## config.mk

```make
export PLATFORM = sky130hd
export DESIGN_NAME = mem_arbiter_flat
export DESIGN_NICKNAME = d
export VERILOG_FILES = /design/src/rtl/mem_arbiter_if.sv /design/src/rtl/mem_arbiter.sv /design/src/flat_wrapper.sv
export SDC_FILE = /design/constraint.sdc
export NUM_CORES = 1
export LEC_CHECK = 0
export CAP_MARGIN = 40
export CORE_MARGIN = 2
export CORE_UTILIZATION = 31
export DETAILED_ROUTE_END_ITERATION = 10
export PLACE_DENSITY = 0.92
export SLEW_MARGIN = 0
export SYNTH_ARGS = -nofsm -noshare
export SYNTH_HDL_FRONTEND = slang
export SYNTH_SLANG_ARGS = --single-unit
```

## constraint.sdc

```tcl
create_clock -name clk -period 1.9 [get_ports clk]
set_clock_uncertainty 0.15 [all_clocks]
set_input_delay 0.38 -clock clk [delete_from_list [all_inputs] [get_ports clk]]
set_output_delay 0.38 -clock clk [all_outputs]
set_load 0.01 [all_outputs]
```

## src/rtl/mem_arbiter_if.sv

```systemverilog
// ---------------------------------------------------------------------------
// mem_arbiter_if
// Bundles the instruction-fetch port, the data (LOAD/STORE) port and the
// shared single-ported memory port of mem_arbiter.
//   fetch : if_req, if_addr -> if_gnt, if_rvalid, if_rdata
//   data  : d_req, d_we, d_addr, d_wdata -> d_gnt, d_ack, d_rdata
//   error : addr_err (pulses with the response of a bad access)
//   memory: mem_addr, mem_we, mem_wdata -> mem_rdata (combinational read)
// Modports:
//   slave  - the arbiter itself
//   master - the environment (both requesters plus the memory array)
// ---------------------------------------------------------------------------
interface mem_arbiter_if #(
    parameter int DEPTH_LOG2 = 6
);
    logic                  if_req;
    logic [31:0]           if_addr;
    logic                  if_gnt;
    logic                  if_rvalid;
    logic [31:0]           if_rdata;

    logic                  d_req;
    logic                  d_we;
    logic [31:0]           d_addr;
    logic [31:0]           d_wdata;
    logic                  d_gnt;
    logic                  d_ack;
    logic [31:0]           d_rdata;

    logic                  addr_err;

    logic [DEPTH_LOG2-1:0] mem_addr;
    logic                  mem_we;
    logic [31:0]           mem_wdata;
    logic [31:0]           mem_rdata;

    modport slave (
        input  if_req, if_addr, d_req, d_we, d_addr, d_wdata, mem_rdata,
        output if_gnt, if_rvalid, if_rdata, d_gnt, d_ack, d_rdata,
               addr_err, mem_addr, mem_we, mem_wdata
    );

    modport master (
        output if_req, if_addr, d_req, d_we, d_addr, d_wdata, mem_rdata,
        input  if_gnt, if_rvalid, if_rdata, d_gnt, d_ack, d_rdata,
               addr_err, mem_addr, mem_we, mem_wdata
    );
endinterface

```

## src/rtl/mem_arbiter.sv

```systemverilog
// ---------------------------------------------------------------------------
// mem_arbiter
// Shares one single-ported, combinationally read memory between an
// instruction-fetch port and a data port. Data wins contention unless fetch
// has already lost STARVE_LIMIT times in a row. Every access completes one
// cycle after its grant (if_rvalid / d_ack). Misaligned or out-of-range
// addresses are still granted but never write and read back as zero, with
// addr_err flagged alongside the response.
// Ports:
//   clk  - clock, all state on the rising edge
//   rst  - synchronous reset, active-high
//   bus  - mem_arbiter_if.slave: fetch port, data port, memory port
// Parameters:
//   DEPTH_LOG2   - log2 of memory depth in 32-bit words
//   STARVE_LIMIT - consecutive data grants allowed while fetch waits
// ---------------------------------------------------------------------------
module mem_arbiter #(
    parameter int DEPTH_LOG2   = 6,
    parameter int STARVE_LIMIT = 3
) (
    input  logic          clk,
    input  logic          rst,
    mem_arbiter_if.slave  bus
);

    localparam logic [1:0] ST_IDLE    = 2'd0;
    localparam logic [1:0] ST_RESP_IF = 2'd1;
    localparam logic [1:0] ST_RESP_D  = 2'd2;

    // Counter wide enough to hold STARVE_LIMIT itself (at least one bit).
    localparam int              CNT_W = (STARVE_LIMIT < 1) ? 1 : $clog2(STARVE_LIMIT + 1);
    localparam logic [CNT_W-1:0] LIMIT = CNT_W'(STARVE_LIMIT);

    logic [1:0]            r_state;
    logic [CNT_W-1:0]      r_starve_cnt;
    logic                  r_addr_err;
    logic [31:0]           r_if_rdata;
    logic [31:0]           r_d_rdata;

    logic                  w_if_gnt;
    logic                  w_d_gnt;
    logic                  w_if_bad;
    logic                  w_d_bad;
    logic                  w_grant_bad;
    logic [DEPTH_LOG2-1:0] w_mem_addr;
    logic [31:0]           w_rdata;
    logic [1:0]            w_next_state;

    // A word address is usable only when aligned and inside the memory.
    assign w_if_bad = (bus.if_addr[1:0] != 2'b00) || (bus.if_addr[31:DEPTH_LOG2+2] != '0);
    assign w_d_bad  = (bus.d_addr[1:0]  != 2'b00) || (bus.d_addr[31:DEPTH_LOG2+2]  != '0);

    // Grant selection. Reset blocks both grants so nothing reaches memory.
    always_comb begin
        // NOTE: every output of a combinational block gets a default first,
        // otherwise a missed branch would infer a latch.
        w_if_gnt = 1'b0;
        w_d_gnt  = 1'b0;
        if (!rst) begin
            if (bus.if_req && bus.d_req) begin
                if (r_starve_cnt == LIMIT) begin
                    w_if_gnt = 1'b1;
                end else begin
                    w_d_gnt = 1'b1;
                end
            end else begin
                w_if_gnt = bus.if_req;
                w_d_gnt  = bus.d_req;
            end
        end
    end

    // Memory port steering: idle cycles present address 0 with no write.
    always_comb begin
        w_mem_addr = '0;
        if (w_if_gnt) begin
            w_mem_addr = bus.if_addr[DEPTH_LOG2+1:2];
        end else if (w_d_gnt) begin
            w_mem_addr = bus.d_addr[DEPTH_LOG2+1:2];
        end
    end

    assign w_grant_bad = (w_if_gnt && w_if_bad) || (w_d_gnt && w_d_bad);
    assign w_rdata     = w_grant_bad ? 32'h0 : bus.mem_rdata;

    always_comb begin
        w_next_state = ST_IDLE;
        if (w_if_gnt) begin
            w_next_state = ST_RESP_IF;
        end else if (w_d_gnt) begin
            w_next_state = ST_RESP_D;
        end
    end

    always_ff @(posedge clk) begin
        // NOTE: state is updated with non-blocking assignments so every
        // register samples the pre-edge values regardless of statement order.
        if (rst) begin
            r_state      <= ST_IDLE;
            r_starve_cnt <= '0;
            r_addr_err   <= 1'b0;
            r_if_rdata   <= 32'h0;
            r_d_rdata    <= 32'h0;
        end else begin
            r_state    <= w_next_state;
            r_addr_err <= w_grant_bad;

            // Counts data wins that kept a waiting fetch out; any fetch
            // grant or fetch idle cycle restarts the count.
            if (!bus.if_req || w_if_gnt) begin
                r_starve_cnt <= '0;
            end else if (w_d_gnt && (r_starve_cnt != LIMIT)) begin
                r_starve_cnt <= r_starve_cnt + 1'b1;
            end

            if (w_if_gnt) begin
                r_if_rdata <= w_rdata;
            end
            // A STORE leaves the last LOAD result in place.
            if (w_d_gnt && !bus.d_we) begin
                r_d_rdata <= w_rdata;
            end
        end
    end

    assign bus.if_gnt    = w_if_gnt;
    assign bus.d_gnt     = w_d_gnt;
    assign bus.mem_addr  = w_mem_addr;
    assign bus.mem_we    = w_d_gnt && bus.d_we && !w_d_bad;
    assign bus.mem_wdata = bus.d_wdata;
    assign bus.if_rvalid = (r_state == ST_RESP_IF);
    assign bus.d_ack     = (r_state == ST_RESP_D);
    assign bus.addr_err  = r_addr_err;
    assign bus.if_rdata  = r_if_rdata;
    assign bus.d_rdata   = r_d_rdata;

endmodule

```

## src/flat_wrapper.sv

```systemverilog
// flat-port wrapper written by rule: the top's interface ports become plain ports
module mem_arbiter_flat 
#(
    parameter int DEPTH_LOG2   = 6,
    parameter int STARVE_LIMIT = 3
)
  (clk, rst, bus_if_req, bus_if_addr, bus_d_req, bus_d_we, bus_d_addr, bus_d_wdata, bus_mem_rdata, bus_if_gnt, bus_if_rvalid, bus_if_rdata, bus_d_gnt, bus_d_ack, bus_d_rdata, bus_addr_err, bus_mem_addr, bus_mem_we, bus_mem_wdata);
  mem_arbiter_if #(.DEPTH_LOG2(DEPTH_LOG2)) bus_i ();
  input  logic clk;
  input  logic rst;
  input wire logic [$bits(bus_i.if_req)-1:0] bus_if_req;
  input wire logic [$bits(bus_i.if_addr)-1:0] bus_if_addr;
  input wire logic [$bits(bus_i.d_req)-1:0] bus_d_req;
  input wire logic [$bits(bus_i.d_we)-1:0] bus_d_we;
  input wire logic [$bits(bus_i.d_addr)-1:0] bus_d_addr;
  input wire logic [$bits(bus_i.d_wdata)-1:0] bus_d_wdata;
  input wire logic [$bits(bus_i.mem_rdata)-1:0] bus_mem_rdata;
  output wire logic [$bits(bus_i.if_gnt)-1:0] bus_if_gnt;
  output wire logic [$bits(bus_i.if_rvalid)-1:0] bus_if_rvalid;
  output wire logic [$bits(bus_i.if_rdata)-1:0] bus_if_rdata;
  output wire logic [$bits(bus_i.d_gnt)-1:0] bus_d_gnt;
  output wire logic [$bits(bus_i.d_ack)-1:0] bus_d_ack;
  output wire logic [$bits(bus_i.d_rdata)-1:0] bus_d_rdata;
  output wire logic [$bits(bus_i.addr_err)-1:0] bus_addr_err;
  output wire logic [$bits(bus_i.mem_addr)-1:0] bus_mem_addr;
  output wire logic [$bits(bus_i.mem_we)-1:0] bus_mem_we;
  output wire logic [$bits(bus_i.mem_wdata)-1:0] bus_mem_wdata;
  assign bus_i.if_req = bus_if_req;
  assign bus_i.if_addr = bus_if_addr;
  assign bus_i.d_req = bus_d_req;
  assign bus_i.d_we = bus_d_we;
  assign bus_i.d_addr = bus_d_addr;
  assign bus_i.d_wdata = bus_d_wdata;
  assign bus_i.mem_rdata = bus_mem_rdata;
  assign bus_if_gnt = bus_i.if_gnt;
  assign bus_if_rvalid = bus_i.if_rvalid;
  assign bus_if_rdata = bus_i.if_rdata;
  assign bus_d_gnt = bus_i.d_gnt;
  assign bus_d_ack = bus_i.d_ack;
  assign bus_d_rdata = bus_i.d_rdata;
  assign bus_addr_err = bus_i.addr_err;
  assign bus_mem_addr = bus_i.mem_addr;
  assign bus_mem_we = bus_i.mem_we;
  assign bus_mem_wdata = bus_i.mem_wdata;
  mem_arbiter #(.DEPTH_LOG2(DEPTH_LOG2), .STARVE_LIMIT(STARVE_LIMIT)) u_core (.clk(clk), .rst(rst), .bus(bus_i));
endmodule
```

==> impl_metrics.py <==
metrics = {
    "min_path": {
        "holdPathEnd": "u_core.r_starve_cnt[0]$_SDFFE_PP0P_",
        "hp-class": "reg2reg",
        "holdPathStages": 1,
        "worstHoldStart": "u_core.r_starve_cnt[0]$_SDFFE_PP0P_",
    },
    "clock_network": {
        "clk_pin_slew_ps": 70,
        "numCtsBuffers": 9,
        "root_buffer": "clkbuf_8",
        "cts_tree": "yes",
        "cts.sink_count": 69,
        "clockBufferDepth": 2,
        "insertion_delay_ps": 320,
        "holdBufCountCts": 0,
        "htreeDepth": 3,
    },
    "synth": {
        "ys.flop_type": "dfxtp_1",
        "synth.avg_cell_area_sq_um": 11.6,
        "ys_ff_latch": 69,
        "synth_cells": 226,
        "synth_top_area_share_pct": 52.7,
        "yosysMostFrequentCell": "a22o_1",
        "seq_area_frac_synth_pct": 52.7,
        "synth_nets": 360,
        "synth_area_leaders": "dfxtp_1 53%, a22o_1 23%, buf_4 9.2%, buf_6 2.6%, nor4_1 2.1%",
        "synth_area_leader_cell": "dfxtp_1",
        "ys_types": 24,
        "synth_top_cells_by_count": "70 x a22o_1, 69 x dfxtp_1, 32 x buf_4",
        "netlist_area_sq_um": 2620,
        "synth_edf_count": 0,
        "yosys_warnings": 0,
        "synth-async-reset-ratio_pct": 0,
    },
    "sta": {
        "grt_setup_unrepaired": "yes",
        "tightest_slew_ps": 275,
        "fin_crit_sh_pct": 110,
        "final_max_slew_viol_count": 0,
        "period_minus_slack_ps": 2090,
        "hold_viol_final": 0,
        "slew_headroom_pct": 81.7,
        "fin_ws_ps": -188,
        "max_freq_mhz": 479,
        "fin_tns_setup_ps": -1150,
        "setup_viol": 31,
    },
    "layout": {
        "area_growth_pct": 88.6,
        "antenna_cells": 0,
        "nFillCells": 648,
        "layout.nets": 539,
        "stdcell_count": 515,
        "drive_gt1_share_pct": 22.4,
        "final_area_sq_um": 4940,
    },
    "power": {
        "combPwrFrac_pct": 11.9,
        "p_leak_nw": 2.14,
        "p_int_mw": 2.36,
        "p_sw_mw": 0.696,
        "swShare_pct": 22.8,
        "pwr-share-clk_pct": 40.6,
        "ir_drop_mv": 0.450,
        "seqPwrFrac_pct": 47.5,
        "power.density_nw_per_um2": 619,
    },
    "outcome": {
        "violations": "setup timing",
        "status": "finished with violations",
    },
    "floorplan": {
        "rows": 33,
        "fp.coreArea_sq_um": 8220,
        "io_pins": 241,
        "start_util_pct": 31.9,
        "dieArea_sq_um": 9200,
        "die_w_um": 95.9,
        "die_y_um": 95.9,
    },
    "worst_setup_path": {
        "critPathLaunchType": "input pin",
        "critPathMaxFanout": 2,
        "cp.required_ps": 1370,
        "reg2regPathDepth": 9,
        "crit_type": "in2out",
        "reg2reg_to": "u_core.bus.d_rdata[22]$_SDFFE_PP0P_",
        "cp-end-kind": "output pin",
        "cp.arrival_ps": 1560,
        "rr_startpoint": "u_core.r_starve_cnt[0]$_SDFFE_PP0P_",
        "worst-r2r-setup-slack_ps": -30,
    },
    "drt": {
        "dr.pass1.iters": 4,
        "drc": 0,
        "viasPerCell": 4.99,
        "drt-initial-drc-count": 50,
        "vias": 2569,
        "final_antenna_net_count": 0,
        "postRouteWirelength_um": 9420,
        "post_drt_wl_per_cell_um": 18.3,
    },
    "placed_design": {
        "globalplace.congestion": 0.731,
        "numPortBuffers": 176,
        "dp_hpwl_um": 6530,
        "dpl_cell_area_sq_um": 4390,
        "dp_slack_ps": -739,
        "dp_cells": 482,
    },
    "global_route": {
        "antenna_found_initial": 0,
        "grt_pass1_vias": 2672,
        "grt_overflow": 0,
        "grt_pass1_wl_um": 13400,
        "track_usage_pct": 19.3,
        "grt_max_degree": 20,
    },
    "flow_run": {
        "maxCapViolations": 0,
    },
}
[cells in the final DEF (no fill, tap or decap), types with 2 or more instances in the layout]
cell             count
a21oi_4              2
a22o_1              70
buf_12               5
buf_2                7
buf_4               19
buf_6                5
buf_8                2
clkbuf_16            4
clkbuf_2             7
clkbuf_8            11
clkdlybuf4s15_1      6
clkdlybuf4s50_1    123
clkinv_2             2
dfxtp_1             67
dfxtp_2              2
dlygate4sd2_1       16
dlymetal6s2s_1      17
inv_1                3
inv_6                2
nand2_1              2
nand2_4              2
nand4_1              2
nor2_1               3
nor2b_1              3
nor4_1               2
nor4_2               9
nor4_4               3
[critical path: stages]
cell and delay [ps]:
dlygate4sd2_1 230, nor4_1 290, nand3_1 220, nor4_4 260, buf_2 180
[registers in the layout, indices dropped and copies added, names as in the netlist]
name and count:
u_core.r_state 2, u_core.r_starve_cnt 2, u_core.bus.d_rdata 32, u_core.bus.addr_err 1, u_core.bus.if_rdata 32
[per-layer routing]
metal | routed length [um] | vias to the layer above | GRT usage [%]
met1 | 3620 | 1246 | 19.9
met2 | 4950 | 124 | 36.7
met3 | 730 | 14 | 5.48
met4 | 119 | 0 | 7.26
li1 | - | 1185 | -
met5 | 0 | - | 0
[timing repair]
| item | CTS | global route |
|---|---|---|
| pin swaps | 19 | 19 |
| gates cloned | 3 | 4 |
| buffers inserted | 10 | 3 |
| resized for setup | 85 | 52 |
| setup endpoints to repair | 73 | 76 |
[power groups by stage]
stage                     logic [mW]  registers, mW  clock network, mW
after global routing           0.388           1.45               1.32
after detailed placement       0.365           1.49                  0
after global placement         0.350           1.48                  0
after floorplan                0.128           1.49                  0
after CTS                      0.359           1.45               1.26
final                          0.364           1.45               1.24
[per-stage QoR]
stage               hold slack, ps  util (%)  power (mW)
floorplan                      246         -        1.61
global placement               252      53.1        1.84
detailed placement             267      53.5        1.85
CTS                            279      57.6        3.07
global route                   285      60.1        3.16
finish                         274      60.1        3.06
[logic make-up after synthesis]
group / count (synthesis) / share of synthesized area, %
compound gates: 73 / 24.0
fa+ha+maj: 1 / 0.477
buf+inv: 49 / 13.3
flops: 69 / 52.7
simple gates: 34 / 9.46
[worst max-delay path by stage]
stage	start	endpoint	slack [ps]	depth (start not counted)
2_1_floorplan	bus_d_addr[13]	bus_mem_we	80	3
3_3_place_gp	bus_d_addr[13]	bus_mem_we	-680	5
3_5_place_dp	bus_if_req	bus_mem_addr[4]	-740	6
4_1_cts	u_core.r_starve_cnt[0]$_SDFFE_PP0P_	bus_mem_we	-100	5
5_1_grt	bus_d_addr[24]	bus_mem_we	-220	5
6_report	bus_d_addr[24]	bus_mem_we	-190	5
[area by class of cell]
cell class	count	area (sq um)	share of cell area (%)
Sequential cell	69	1380	28.0
Inverter	5	26.3	0.532
Timing Repair Buffer	212	2170	43.9
Clock inverter	5	57.6	1.16
Multi-Input combinational cell	108	1020	20.6
Clock buffer	11	151	3.06
Tap cell	105	131	2.66
(Power assumes the default switching activity.)
